$ cat config.mk
export PLATFORM = sky130hd
export DESIGN_NAME = fetch_ctrl
export DESIGN_NICKNAME = d
export VERILOG_FILES = /design/src/rtl/pipes.sv /design/src/rtl/fetch_fifo.sv /design/src/rtl/fetch_ctrl.sv
export SDC_FILE = /design/constraint.sdc
export NUM_CORES = 1
export LEC_CHECK = 0
export CAP_MARGIN = 0
export CORE_MARGIN = 2
export CORE_UTILIZATION = 47
export CTS_CLUSTER_SIZE = 16
export DETAILED_ROUTE_END_ITERATION = 8
export GPL_TIMING_DRIVEN = 0
export PLACE_DENSITY_LB_ADDON = 0.12
export SETUP_SLACK_MARGIN = 0.2
export SYNTH_ARGS = -nofsm -noshare
export SYNTH_HDL_FRONTEND = slang
export SYNTH_SLANG_ARGS = --single-unit
export TNS_END_PERCENT = 100
$ cat constraint.sdc
create_clock -name clk -period 6.51 [get_ports clk]
set_clock_uncertainty 0.15 [all_clocks]
set_input_delay 0.651 -clock clk [delete_from_list [all_inputs] [get_ports clk]]
set_output_delay 0.651 -clock clk [all_outputs]
set_load 0.02 [all_outputs]
$ cat src/rtl/pipes.sv
// Shared types and constants for the fetch front end: FSM states, FIFO entry
// layout and the instruction-bus request/response structs.
package pipes;

    localparam logic [63:0] RESET_PC = 64'h8000_0000;

    typedef logic [63:0] u64;
    typedef logic [31:0] u32;

    typedef enum logic [2:0] {
        IDLE,
        REQ,
        WAIT,
        DROP_REQ,
        DROP_WAIT
    } fetch_state_t;

    typedef struct packed {
        u64 pc;
        u32 instr;
    } fetch_entry_t;

    typedef struct packed {
        logic valid;
        u64   addr;
    } ibus_req_t;

    typedef struct packed {
        logic addr_ok;
        logic data_ok;
        u32   data;
    } ibus_resp_t;

endpackage

$ cat src/rtl/fetch_fifo.sv
// Small circular FIFO of fetched {pc, instr} entries; flush empties it and
// wins over a simultaneous push or pop.
module fetch_fifo
    import pipes::*;
#(
    parameter int DEPTH = 2
) (
    input  logic                         clk,
    input  logic                         rst_n,
    input  logic                         push_i,
    input  fetch_entry_t                 push_data_i,
    input  logic                         pop_i,
    input  logic                         flush_i,
    output fetch_entry_t                 head_o,
    output logic [$clog2(DEPTH+1)-1:0]   count_o
);

    localparam int PTR_W = $clog2(DEPTH);
    localparam int CNT_W = $clog2(DEPTH + 1);

    fetch_entry_t     mem_q [DEPTH];
    logic [PTR_W-1:0] rd_ptr_q;
    logic [PTR_W-1:0] wr_ptr_q;
    logic [CNT_W-1:0] count_q;

    // NOTE: the storage array has no reset; count_q alone decides which entries are live.
    always_ff @(posedge clk) begin
        if (push_i && !flush_i) begin
            mem_q[wr_ptr_q] <= push_data_i;
        end
    end

    // NOTE: non-blocking assignments so every register updates from pre-edge values.
    always_ff @(posedge clk or negedge rst_n) begin
        if (!rst_n) begin
            rd_ptr_q <= '0;
            wr_ptr_q <= '0;
            count_q  <= '0;
        end else if (flush_i) begin
            rd_ptr_q <= '0;
            wr_ptr_q <= '0;
            count_q  <= '0;
        end else begin
            if (push_i) wr_ptr_q <= wr_ptr_q + PTR_W'(1);
            if (pop_i)  rd_ptr_q <= rd_ptr_q + PTR_W'(1);
            count_q <= count_q + CNT_W'(push_i) - CNT_W'(pop_i);
        end
    end

    assign head_o  = mem_q[rd_ptr_q];
    assign count_o = count_q;

endmodule

$ cat src/rtl/fetch_ctrl.sv
// Fetch controller: owns the fetch PC, keeps one instruction-bus request in
// flight, buffers responses for decode and squashes stale work on redirect.
module fetch_ctrl
    import pipes::*;
#(
    parameter logic [63:0] RESET_PC = pipes::RESET_PC,
    parameter int          DEPTH    = 2
) (
    input  logic        clk,
    input  logic        reset,
    output ibus_req_t   ireq,
    input  ibus_resp_t  iresp,
    input  logic        redirect_valid,
    input  logic [63:0] redirect_pc,
    output logic        out_valid,
    input  logic        out_ready,
    output logic [63:0] out_pc,
    output logic [31:0] out_instr
);

    localparam int               CNT_W = $clog2(DEPTH + 1);
    localparam logic [CNT_W-1:0] FULL  = CNT_W'(DEPTH);

    fetch_state_t     state_q;
    logic [63:0]      pc_q;
    logic [63:0]      tgt_pc_q;
    logic             req_valid_q;

    fetch_entry_t     head;
    logic [CNT_W-1:0] fifo_count;
    logic             push;
    logic             pop;
    logic [CNT_W-1:0] cnt_after_pop;
    logic [CNT_W-1:0] cnt_after_push;

    assign out_valid      = (fifo_count != '0);
    assign pop            = out_valid && out_ready && !redirect_valid;
    assign push           = (state_q == WAIT) && iresp.data_ok && !redirect_valid;
    assign cnt_after_pop  = fifo_count - CNT_W'(pop);
    assign cnt_after_push = cnt_after_pop + CNT_W'(1);

    fetch_fifo #(.DEPTH(DEPTH)) u_fifo (
        .clk         (clk),
        .rst_n       (reset),
        .push_i      (push),
        .push_data_i ('{pc: pc_q, instr: iresp.data}),
        .pop_i       (pop),
        .flush_i     (redirect_valid),
        .head_o      (head),
        .count_o     (fifo_count)
    );

    // Requests are only launched with room to spare, so a push can never overflow.
    always_ff @(posedge clk or negedge reset) begin
        if (!reset) begin
            state_q     <= IDLE;
            pc_q        <= RESET_PC;
            tgt_pc_q    <= '0;
            req_valid_q <= 1'b0;
        end else begin
            case (state_q)
                IDLE: begin
                    if (redirect_valid) begin
                        pc_q        <= redirect_pc;
                        state_q     <= REQ;
                        req_valid_q <= 1'b1;
                    end else if (cnt_after_pop < FULL) begin
                        state_q     <= REQ;
                        req_valid_q <= 1'b1;
                    end
                end
                REQ: begin
                    if (redirect_valid) begin
                        tgt_pc_q <= redirect_pc;
                        if (iresp.addr_ok) begin
                            state_q     <= DROP_WAIT;
                            req_valid_q <= 1'b0;
                        end else begin
                            state_q <= DROP_REQ;
                        end
                    end else if (iresp.addr_ok) begin
                        state_q     <= WAIT;
                        req_valid_q <= 1'b0;
                    end
                end
                WAIT: begin
                    if (redirect_valid) begin
                        if (iresp.data_ok) begin
                            pc_q        <= redirect_pc;
                            state_q     <= REQ;
                            req_valid_q <= 1'b1;
                        end else begin
                            tgt_pc_q <= redirect_pc;
                            state_q  <= DROP_WAIT;
                        end
                    end else if (iresp.data_ok) begin
                        pc_q <= pc_q + 64'd4;
                        if (cnt_after_push < FULL) begin
                            state_q     <= REQ;
                            req_valid_q <= 1'b1;
                        end else begin
                            state_q <= IDLE;
                        end
                    end
                end
                DROP_REQ: begin
                    if (redirect_valid) tgt_pc_q <= redirect_pc;
                    if (iresp.addr_ok) begin
                        state_q     <= DROP_WAIT;
                        req_valid_q <= 1'b0;
                    end
                end
                DROP_WAIT: begin
                    // The newest redirect target wins if one lands with the stale response.
                    if (iresp.data_ok) begin
                        pc_q        <= redirect_valid ? redirect_pc : tgt_pc_q;
                        state_q     <= REQ;
                        req_valid_q <= 1'b1;
                    end else if (redirect_valid) begin
                        tgt_pc_q <= redirect_pc;
                    end
                end
                default: begin
                    state_q     <= IDLE;
                    req_valid_q <= 1'b0;
                end
            endcase
        end
    end

    assign ireq      = '{valid: req_valid_q, addr: pc_q};
    assign out_pc    = out_valid ? head.pc : '0;
    assign out_instr = out_valid ? head.instr : '0;

endmodule

# Yosys cells after proc, flatten, opt, wreduce, memory -nomap -nowiden

Memory sizes are Yosys's and may differ from the RTL's.
Index checks and enable logic that the tools add are counted.
W data, S select, Z words.

Register bits: 136
Latch bits: 0
Bits in writable memories: 192
Memory bits (read-only): 0
Input bits: 102
Memories kept: 1

Add/sub/neg operators: 7
$mul: 0
Divide/modulo/power cells: 0
Magnitude comparators: 2
Eq/ne operators: 16
Shift operators: 0
Mux-type cells: 40
Bitwise operators: 0
Reduce and logical (&&, ||, !) cells: 17

Memories:

| memory       | words | bits a word | rd ports | clocked after Yosys merged registers in | wr ports | line             | text |
|---|---|---|---|---|---|---|---|
| u_fifo.mem_q | 2     | 96          | 1        | 0                                       | 1        | fetch_fifo.sv:21 | `fetch_entry_t mem_q [DEPTH];` |

Operators with widths:

| cell                    | count |
|---|---|
| $mux W64                | 10 |
| $pmux W64 S3            | 2 |
| $add A64 B3 Y64 const B | 1 |
| $mux W32                | 1 |
| $mux W3                 | 10 |
| $pmux W3 S5             | 1 |
| $mux W1                 | 14 |
| $ne A2 B2 Y1 const B    | 7 |
| $reduce_and A4 Y1       | 3 |
| $ne A3 B3 Y1 const B    | 3 |
| $eq A3 B2 Y1 const B    | 2 |
| $reduce_bool A2 Y1      | 3 |
| $reduce_bool A3 Y1      | 2 |
| $logic_and A1 B1 Y1     | 5 |
| $reduce_and A5 Y1       | 1 |
| $lt A2 B2 Y1 const B    | 2 |
| $pmux W1 S4             | 1 |
| $sub A2 B1 Y2           | 2 |
| $eq A3 B1 Y1 const B    | 1 |
| $eq A3 B3 Y1 const B    | 1 |
| $logic_not A3 Y1        | 1 |
| $ne A3 B2 Y1 const B    | 1 |
| $add A1 B1 Y1 const B   | 2 |
| $add A2 B1 Y2           | 1 |
| 5 further kinds         | 5 |

# Logic depth before layout (Yosys ltp)

Gate-level depths: netlist of run 1.

Depth in word-level cells: 10
Mapped depth: 11
Mapped depth without buffers: 11

# Modules after synthesis

From an unflattened synthesis of run 1, not the netlist that was laid out.

Cell total of the unflattened synthesis: 1223
Area total of the unflattened synthesis: 15478.6 um^2

Modules (own cells, without submodules):

| module     | times used | cells each | area each (um^2) |
|---|---|---|---|
| fetch_ctrl | 1          | 907        | 8226.6 |
| fetch_fifo | 1          | 316        | 7252.0 |

# Worst setup path before layout of run 1

No wires, ideal clock.

Kind: input to register
Start: input iresp[32] (netlist bit)
End: memory u_fifo.mem_q[0][0] (netlist bit) (enable)
Data arrival time: 5.416 ns
Required time: 5.808 ns
Slack: 0.392 ns
Cell stages on the path: 5
Buffers on the path: 1
Cell sequence: inv_1 -> nor3_1 -> nand2_1 -> clkbuf_1 -> nor2_1

Cells in the longest elaborated chain, start to end: 5

RTL lines:

| what                             | line             | text |
|---|---|---|
| start, declared                  | fetch_ctrl.sv:12 | `input ibus_resp_t iresp,` |
| $logic_and A1 B1 Y1 (2 in a row) | fetch_ctrl.sv:38 | `assign push = (state_q == WAIT) && iresp.data_ok && !redirect_valid;` |
| $logic_and A1 B1 Y1              | fetch_fifo.sv:28 | `if (push_i && !flush_i) begin` |
| $mux W1                          | fetch_fifo.sv:28 |  |
| $mux W1 (not written as such)    | fetch_fifo.sv:29 | `mem_q[wr_ptr_q] <= push_data_i;` |
| end, declared                    | fetch_fifo.sv:21 |  |

No other way between the ends.

# Final worst setup path of run 1

Start: register u_fifo.rd_ptr_q
End: output out_instr[5]

Cells in the longest elaborated chain, start to end: 2

RTL lines:

| what                   | line              | text |
|---|---|---|
| start, declared        | fetch_fifo.sv:22  | `logic [PTR_W-1:0] rd_ptr_q;` |
| start signal, assigned | fetch_fifo.sv:45  | `if (pop_i) rd_ptr_q <= rd_ptr_q + PTR_W'(1);` |
| $mem_v2 Z2 W96         | -                 |  |
| $mux W32               | fetch_ctrl.sv:133 | `assign out_instr = out_valid ? head.instr : '0;` |
| end, declared          | fetch_ctrl.sv:18  | `output logic [31:0] out_instr` |

No other way between the ends.

==> results_dict.tcl, run 1 <==
set metrics [dict create \
    cts_sinks 328 \
    crit_path_start_kind "flip-flop" \
    max_slew.worst_pin.slew_ps 1341 \
    violations "hold timing" \
    gp_congestion 0.8697 \
    synth_fa_ha_area_share_pct 0.2528 \
    postSynthCellCount 1204 \
    initialDrtViolationCount 945 \
    placed_cells 1875 \
    avgViaCountPerCell 5.805 \
    critPathArrivalTime_ps 3910 \
    cts_tree "yes" \
    globalRouteOverflowTotal 0 \
    ys_types 70 \
    die_area_um2 33030 \
    setup_tns_ps 0 \
    crit_path_max_fanout 10 \
    power.leakage_nw 6.703 \
    status "finished with violations" \
    syn_avg_cell_area_um2 12.33 \
    yosys-top-cells-count "edfxtp_1 (192), nor2_1 (151), dfrtp_1 (135)" \
    synth_compound_area_share_pct 11.21 \
    critical_path_required_ps 5710 \
    area_growth_syn_to_layout_pct 30.26 \
    ctsHoldBuffers 0 \
    yosys.cell_count.top_type "edfxtp_1" \
    synth_ff_type "edfxtp_1" \
    dr.pass1.iters 8 \
    fmaxAchievable_mhz 212.1 \
    rsz0062_at_grt "no" \
    vias 11310 \
    p_per_area_nw_per_um2 413.6 \
    io_buffer_count 263 \
    synthXorXnorAreaFrac_pct 2.123 \
    hpwl_um 29450 \
    synth_nets 1309 \
    std_cell_rows 65 \
    antenna_found_initial 5 \
    cts_setup_buffers 0 \
    async_flop_share_pct 41.46 \
    setup_ws_ps 1795 \
    synth_area_leaders "edfxtp_1 (39%), dfrtp_1 (23%), mux2i_1 (6.9%), mux2_2 (4.9%), nor2_1 (3.8%)" \
    holdWs_ps -6.179 \
    setup_viol 0 \
    critical_path_class "reg -> out" \
    core-area_um2 31310 \
    cts_resized 0 \
    final_layout_size_suffix_gt1_share_pct 9.604 \
    grt_max_degree 77 \
    die_h_um 181.8 \
    crit_path_end_kind "output pin" \
    ant_nets 0 \
    final_nets 1617 \
    synthesis.area_um2 14850 \
    grt_pass1_wl_um 64500 \
    drc 0 \
    htree_levels 2 \
    ys_seq_area_share_pct 61.75 \
    hp-class "in -> async" \
    ioPinCount 264 \
    synth.top_cell.area_share_pct 38.82 \
    cts_buffers 37 \
    yosys_warnings 0 \
    period_minus_slack_ps 4715 \
    synthMuxAreaShare_pct 11.73 \
    grt_util_all_layers_pct 25.67 \
    fin_crit_sh_pct 72.43 \
    final-max-slew-violation-count 0 \
    peakVddDrop_mv 0.2378 \
    reg2reg_slack_ps 2710 \
    root_buffer "clkbuf_16" \
    ys_seq_elements 328 \
    relSlewSlack_pct 10.02 \
    grt_pass1_vias 11030 \
    maxCapViolations 0 \
    hold_viol 3 \
    initial_core_util_pct 47.43 \
    max-clock-path-buffers 3 \
    synth.largest_area_cell "edfxtp_1" \
    wire_per_inst_um 21.85 \
    synth_edf_count 192 \
    clock_latency_ps 520 \
    final_cells 1948 \
    clkTransAtPathRegs_ps 70 \
    fp.dieW_um 181.8 \
    yosys.area_share.simple_pct 10.38 \
    pre_cts_slack_ps 2176 \
    synth_top_family_by_area "multiplexers" \
    routed_wl_um 42570 \
]
-- cells by family (layout without fill, tap and decap cells) --
logic type | after synthesis | after routing
AO/OA/AOI/OAI | 247 | 247
XOR/XNOR | 36 | 36
adder cells (fa/ha/maj) | 3 | 3
buffers and inverters | 98 | 435
flip-flops | 328 | 328
multiplexers | 166 | 166
other | 0 | 5
AND/OR/NAND/NOR | 326 | 326
-- flip-flops by register name (all words and copies together) (netlist names) --
register and flops:
u_fifo.count_o 2, u_fifo.mem_q 192, pc_q 64, u_fifo.wr_ptr_q 1, req_valid_q 1, u_fifo.rd_ptr_q 1
state_q 3, tgt_pc_q 64
-- worst paths after layout --
kind | start | endpoint | depth (start not counted)
max in group asynchronous | reset | tgt_pc_q[1] | 2
min in group clk | tgt_pc_q[2] | tgt_pc_q[2] | 1
worst min register to register | tgt_pc_q[2] | tgt_pc_q[2] | 1
worst min-delay path | reset | tgt_pc_q[28] | 1
worst max register to register | state_q[1] | u_fifo.mem_q[0][6] | 9
worst max-delay path | u_fifo.rd_ptr_q | out_instr[5] | 6
-- cells in the final DEF, fill, tap and decap left out, drive strengths merged, types with 7 or more instances in the layout --
cell type / count
clkbuf: 111
o22ai: 12
buf: 24
a22o: 11
mux2: 64
o21ai: 70
nor2: 152
nor4: 12
inv: 25
nand2: 55
a22oi: 13
mux2i: 102
nand2b: 7
nand4: 13
a32o: 15
a21oi: 49
clkinv: 10
dfrtp: 135
xnor2: 30
a221o: 8
o211ai: 15
edfxtp: 192
nor2b: 7
clkdlybuf4s50: 262
nor3: 24
nand3: 33
-- final cells by class --
class                      count  area, um2
antenna                        5      12.51
buffer                        73      286.5
clock buffer                  55       1086
clock inverter                13      95.09
fill                        2550      11970
inverter                      25      93.84
multi-input combinational    778       5313
sequential                   328       9170
tap                          402      503.0
timing repair buffer         269       2784
-- critical path, cell delays in order, from the launching register on --
cell and delay (ps):
dfrtp_1 320, clkbuf_1 680, clkbuf_1 810, buf_1 660
mux2i_1 160, nor2_1 130, clkdlybuf4s50_1 610
-- report_power, final --
group | total, mW | switching (mW) | internal, mW | leakage, nW
registers | 3.35 | 0.571 | 2.78 | 3.35
logic | 2.63 | 1.44 | 1.19 | 2.78
clock network | 2.02 | 0.823 | 1.20 | 0.570
total | 8.00 | 2.84 | 5.16 | 6.70
-- layer usage --
layer	track usage [%]	part of all wire, %	wire, um
met5	0	0.031	13
met2	41.36	47	19980
met1	35.06	43	18260
met4	9.138	2.9	1227
met3	4.753	7.3	3088
-- through the flow --
step | power (mW) | utilization (%) | cell area [um2]
final | 8.001 | 61.78 | 19340
after global routing | 8.387 | 61.76 | 19340
after CTS | 8.009 | 61.74 | 19330
after detailed placement | 5.988 | 57.97 | 18150
after global placement | 5.916 | 57.44 | 17990
after floorplan | 4.767 | - | 14850
Power figures use the tool's default switching activity.
==> inputs of run 2 (changes only) <==
Clock period 6.51 ns to 3.8 ns, I/O delays scaled along.
==> results_dict.tcl, run 2 (synthesis results as in run 1) <==
set metrics [dict create \
    grt_pass1_wl_um 65050 \
    final_layout_size_suffix_gt1_share_pct 10.37 \
    p_per_area_nw_per_um2 721.4 \
    clock_latency_ps 520 \
    hpwl_um 29310 \
    largest_reg_flops 192 \
    top_regs "u_fifo.mem_q: 192 flops, pc_q: 64 flops, tgt_pc_q: 64 flops" \
    final_util_pct 62.28 \
    max-clock-path-buffers 3 \
    final-max-slew-violation-count 0 \
    fin_crit_sh_pct 91.53 \
    routed_wl_um 43040 \
    ant_nets 0 \
    cts_tree "yes" \
    status "finished, final reports clean" \
    dr.pass1.iters 5 \
    critical_path.max_stage_delay_ps 650 \
    hold_viol 0 \
    avgViaCountPerCell 5.833 \
    holdWs_ps 211.1 \
    setup_ws_ps 321.7 \
    peakVddDrop_mv 0.5151 \
    fmaxAchievable_mhz 287.5 \
    crit_path_max_fanout 57 \
    cp-endpoint "u_fifo.mem_q[1][35]" \
    power.leakage_nw 6.805 \
    grt_pass1_vias 11030 \
    layout_common_cells "clkdlybuf4s50_1 (262), edfxtp_1 (192), nor2_1 (149), dfrtp_1 (135), mux2i_1 (102)" \
    rsz0062_at_grt "no" \
    grt_max_degree 91 \
    top_register "u_fifo.mem_q" \
    crit_path_start_kind "flip-flop" \
    timing.rr.start "state_q[1]" \
    crit_path_top_delay_cell "clkbuf_1" \
    root_buffer "clkbuf_16" \
    globalRouteOverflowTotal 0 \
    relSlewSlack_pct 11.66 \
    cts_buffers 37 \
    initial_core_util_pct 47.43 \
    core-area_um2 31310 \
    ioPinCount 264 \
    gp_congestion 0.8763 \
    placed_cells 1875 \
    wire_per_inst_um 22.09 \
    final_cells 1948 \
    hp-class "in -> async" \
    grt_util_all_layers_pct 25.73 \
    setup_tns_ps 0 \
    clkTransAtPathRegs_ps 60 \
    critPathArrivalTime_ps 3500 \
    fp.dieW_um 181.8 \
    maxCapViolations 0 \
    cp_common_cell "clkbuf_1" \
    max_slew.worst_pin.slew_ps 1316 \
    final_nets 1620 \
    path_cells "clkbuf_1, nand2b_1, nor3_1, clkbuf_1, and3_4, buf_16" \
    power_mw 14.07 \
    period_minus_slack_ps 3478 \
    vias 11360 \
    io_buffer_count 263 \
    htree_levels 2 \
    area_growth_syn_to_layout_pct 31.32 \
    critical_path_required_ps 3820 \
    regToRegEndpoint "u_fifo.mem_q[1][35]" \
    die_area_um2 33030 \
    initialDrtViolationCount 1017 \
    critical_path_class "reg -> reg" \
    setup_viol 0 \
    antenna_found_initial 2 \
    layout_commonest_cell "clkdlybuf4s50_1" \
    pre_cts_slack_ps -369.5 \
    die_h_um 181.8 \
    design_area_um2 19500 \
    crit_path_end_kind "flip-flop" \
    place_area_um2 18150 \
    reg2reg_slack_ps 320 \
    cts_sinks 328 \
    reg2reg_depth 6 \
    std_cell_rows 65 \
    critPathLaunch "state_q[1]" \
    drc 0 \
]
[run 2: cell types whose count changed in the layout (fill, tap and decap cells not counted), sizes merged]
cell and delta:
diode -2, inv -1, dlygate4sd3 +1, and3 +1, clkbuf -4, clkinvlp -1
bufinv +6
[run 2: worst min-delay path by stage]
stage / start / to / cells after the start
after global routing: reset / pc_q[28] / 2
after global placement: pc_q[1] / u_fifo.mem_q[0][33] / 0
after detailed placement: reset / pc_q[28] / 1
after CTS: reset / pc_q[28] / 2
after floorplan: reset / pc_q[0] / 0
final: reset / pc_q[28] / 2
[run 2: worst max-delay path, delay by kind of cell (launching register included)]
| family | cells | cell delay, ps |
|---|---|---|
| buffers and inverters | 3 | 1250 |
| flip-flops | 1 | 320 |
| AND/OR/NAND/NOR | 3 | 1340 |
[run 2: report_power, final]
part           total, mW  internal [mW]  switching, mW
logic               4.53           2.04           2.49
registers           5.75           4.76          0.994
clock network       3.78           2.39           1.40
[run 2: area by class of cell]
class	instances	area, um2
Tap cell	402	503.0
Timing Repair Buffer	271	2801
Clock buffer	50	1036
Clock inverter	17	265.3
Multi-Input combinational cell	779	5328
Sequential cell	328	9170
Fill cell	2461	11810
Buffer	73	296.5
Inverter	25	93.84
Antenna cell	3	7.507
[run 2: repair_timing]
| action | 4_1_cts | 5_1_grt |
|---|---|---|
| cloned | 0 | 1 |
| endpoints found under the hold margin | 46 | 0 |
| pin swaps | 1 | 1 |
| buffers inserted | 1 | 0 |
| gates resized for setup | 9 | 1 |
| hold buffers | 1 | 0 |
| setup endpoints to repair | 101 | 40 |
[run 2: layer usage]
layer	wire [um]	vias up	GRT usage, %	part of all wire [%]
met2	19870	491	40.55	46
li1	-	5156	-	-
met5	0	-	0	0
met3	3416	79	4.793	7.9
met1	18430	5636	36.11	43
met4	1323	0	8.748	3.1
==> inputs of run 3 (changes only) <==
Settings changed: SETUP_SLACK_MARGIN 0.2 to 0.4, SKIP_CTS_REPAIR_TIMING from default to 1.
==> results_dict.tcl, run 3 (synthesis results as in run 1) <==
set metrics [dict create \
    fill_cells 2460 \
    cts_tree "yes" \
    die_area_um2 33030 \
    initial_core_util_pct 47.43 \
    max-clock-path-buffers 3 \
    core-area_um2 31310 \
    status "finished, final reports clean" \
    avgViaCountPerCell 5.834 \
    layout_common_cells "clkdlybuf4s50_1 (262), edfxtp_1 (192), nor2_1 (149), dfrtp_1 (135), mux2i_1 (102)" \
    drc 0 \
    vias 11370 \
    final_nets 1621 \
    grt_max_degree 91 \
    dr.pass1.iters 5 \
    globalRouteOverflowTotal 0 \
    cts_sinks 328 \
    hpwl_um 29310 \
    initialDrtViolationCount 1014 \
    period_minus_slack_ps 3299 \
    path_cells "clkbuf_1, nand2b_1, nor3_1, nand2_1, clkbuf_1, nor2_4, buf_16, buf_16, buf_12" \
    power.leakage_nw 6.836 \
    io_buffer_count 263 \
    ant_nets 0 \
    wire_per_inst_um 22.11 \
    critical_path_required_ps 3870 \
    power_mw 14.08 \
    hold_viol 0 \
    area_growth_syn_to_layout_pct 31.49 \
    gp_congestion 0.8763 \
    critPathArrivalTime_ps 3370 \
    maxCapViolations 0 \
    clkTransAtPathRegs_ps 60 \
    hp-class "in -> async" \
    cts_buffers 37 \
    fmaxAchievable_mhz 303.1 \
    critical_path.max_stage_delay_ps 590 \
    critical_path_class "reg -> reg" \
    root_buffer "clkbuf_16" \
    holdWs_ps 214.6 \
    top_regs "u_fifo.mem_q: 192 flops, pc_q: 64 flops, tgt_pc_q: 64 flops" \
    grt_util_all_layers_pct 25.72 \
    grt_pass1_vias 11020 \
    final_layout_size_suffix_gt1_share_pct 11.01 \
    rsz0062_at_grt "no" \
    p_per_area_nw_per_um2 721.2 \
    design_area_um2 19530 \
    clock_latency_ps 520 \
    crit_path_max_fanout 24 \
    fin_crit_sh_pct 86.82 \
    timing.rr.start "state_q[1]" \
    routed_wl_um 43070 \
    max_slew.worst_pin.slew_ps 1321 \
    ioPinCount 264 \
    critPathLaunch "state_q[1]" \
    crit_path_start_kind "flip-flop" \
    place_area_um2 18150 \
    top_register "u_fifo.mem_q" \
    final-max-slew-violation-count 0 \
    crit_path_end_kind "flip-flop" \
    layout_commonest_cell "clkdlybuf4s50_1" \
    setup_viol 0 \
    largest_reg_flops 192 \
    crit_path_top_delay_cell "nor3_1" \
    grt_pass1_wl_um 65020 \
    htree_levels 2 \
    die_h_um 181.8 \
    fp.dieW_um 181.8 \
    peakVddDrop_mv 0.5151 \
    relSlewSlack_pct 11.37 \
    antenna_found_initial 2 \
    std_cell_rows 65 \
]
[run 3: final cells by class]
| type | instances | area [um2] | share of cell area, % |
|---|---|---|---|
| flip-flops and latches | 328 | 9170 | 46.96 |
| multi-input cells | 779 | 5328 | 27.28 |
| repair buffers | 272 | 2809 | 14.38 |
| clock buffers | 50 | 1036 | 5.305 |
| well taps | 402 | 503.0 | 2.576 |
| plain buffers | 73 | 317.8 | 1.627 |
| clock inverters | 17 | 265.3 | 1.358 |
| inverters | 25 | 93.84 | 0.4806 |
| diodes | 2 | 5.005 | 0.02563 |
[run 3: metrics by stage]
step | TNS, ps | instances | utilization (%) | worst slack, ps
floorplan | 0 | 1204 | - | 443.5
global placement | -733400 | 1869 | 57.47 | -3575
detailed placement | -8571 | 1875 | 57.97 | -369.5
CTS | -19950 | 1942 | 62.12 | -573.2
global route | 0 | 1948 | 62.37 | 409.9
finish | 0 | 1948 | 62.37 | 501.0
[run 3: report_power, final]
part	switching [mW]	total (mW)	internal, mW
registers	0.996	5.75	4.76
clock network	1.41	3.79	2.39
logic	2.49	4.54	2.05
[run 3: worst max-delay path, delay by kind of cell (launching register included)]
family                 cells  cell delay (ps)
buffers and inverters      5             1190
DFF                        1              320
and+or+nand+nor            4             1330
[run 3: worst paths after layout]
path,endpoint,slack [ps],depth (start not counted)
worst max-delay path,u_fifo.mem_q[0][26],500,9
worst min-delay path,pc_q[28],210,2
worst max register to register,u_fifo.mem_q[0][26],500,9
worst min register to register,tgt_pc_q[2],350,1
max in group asynchronous,tgt_pc_q[17],2470,3
min in group clk,u_fifo.mem_q[1][0],290,1
[run 3: metal layers]
metal | GRT usage, % | up-vias | part of all wire, %
li1 | - | 5148 | -
met1 | 36.09 | 5643 | 43
met5 | 0 | - | 0
met4 | 8.748 | 0 | 2.7
met3 | 4.793 | 75 | 8.1
met2 | 40.52 | 499 | 47
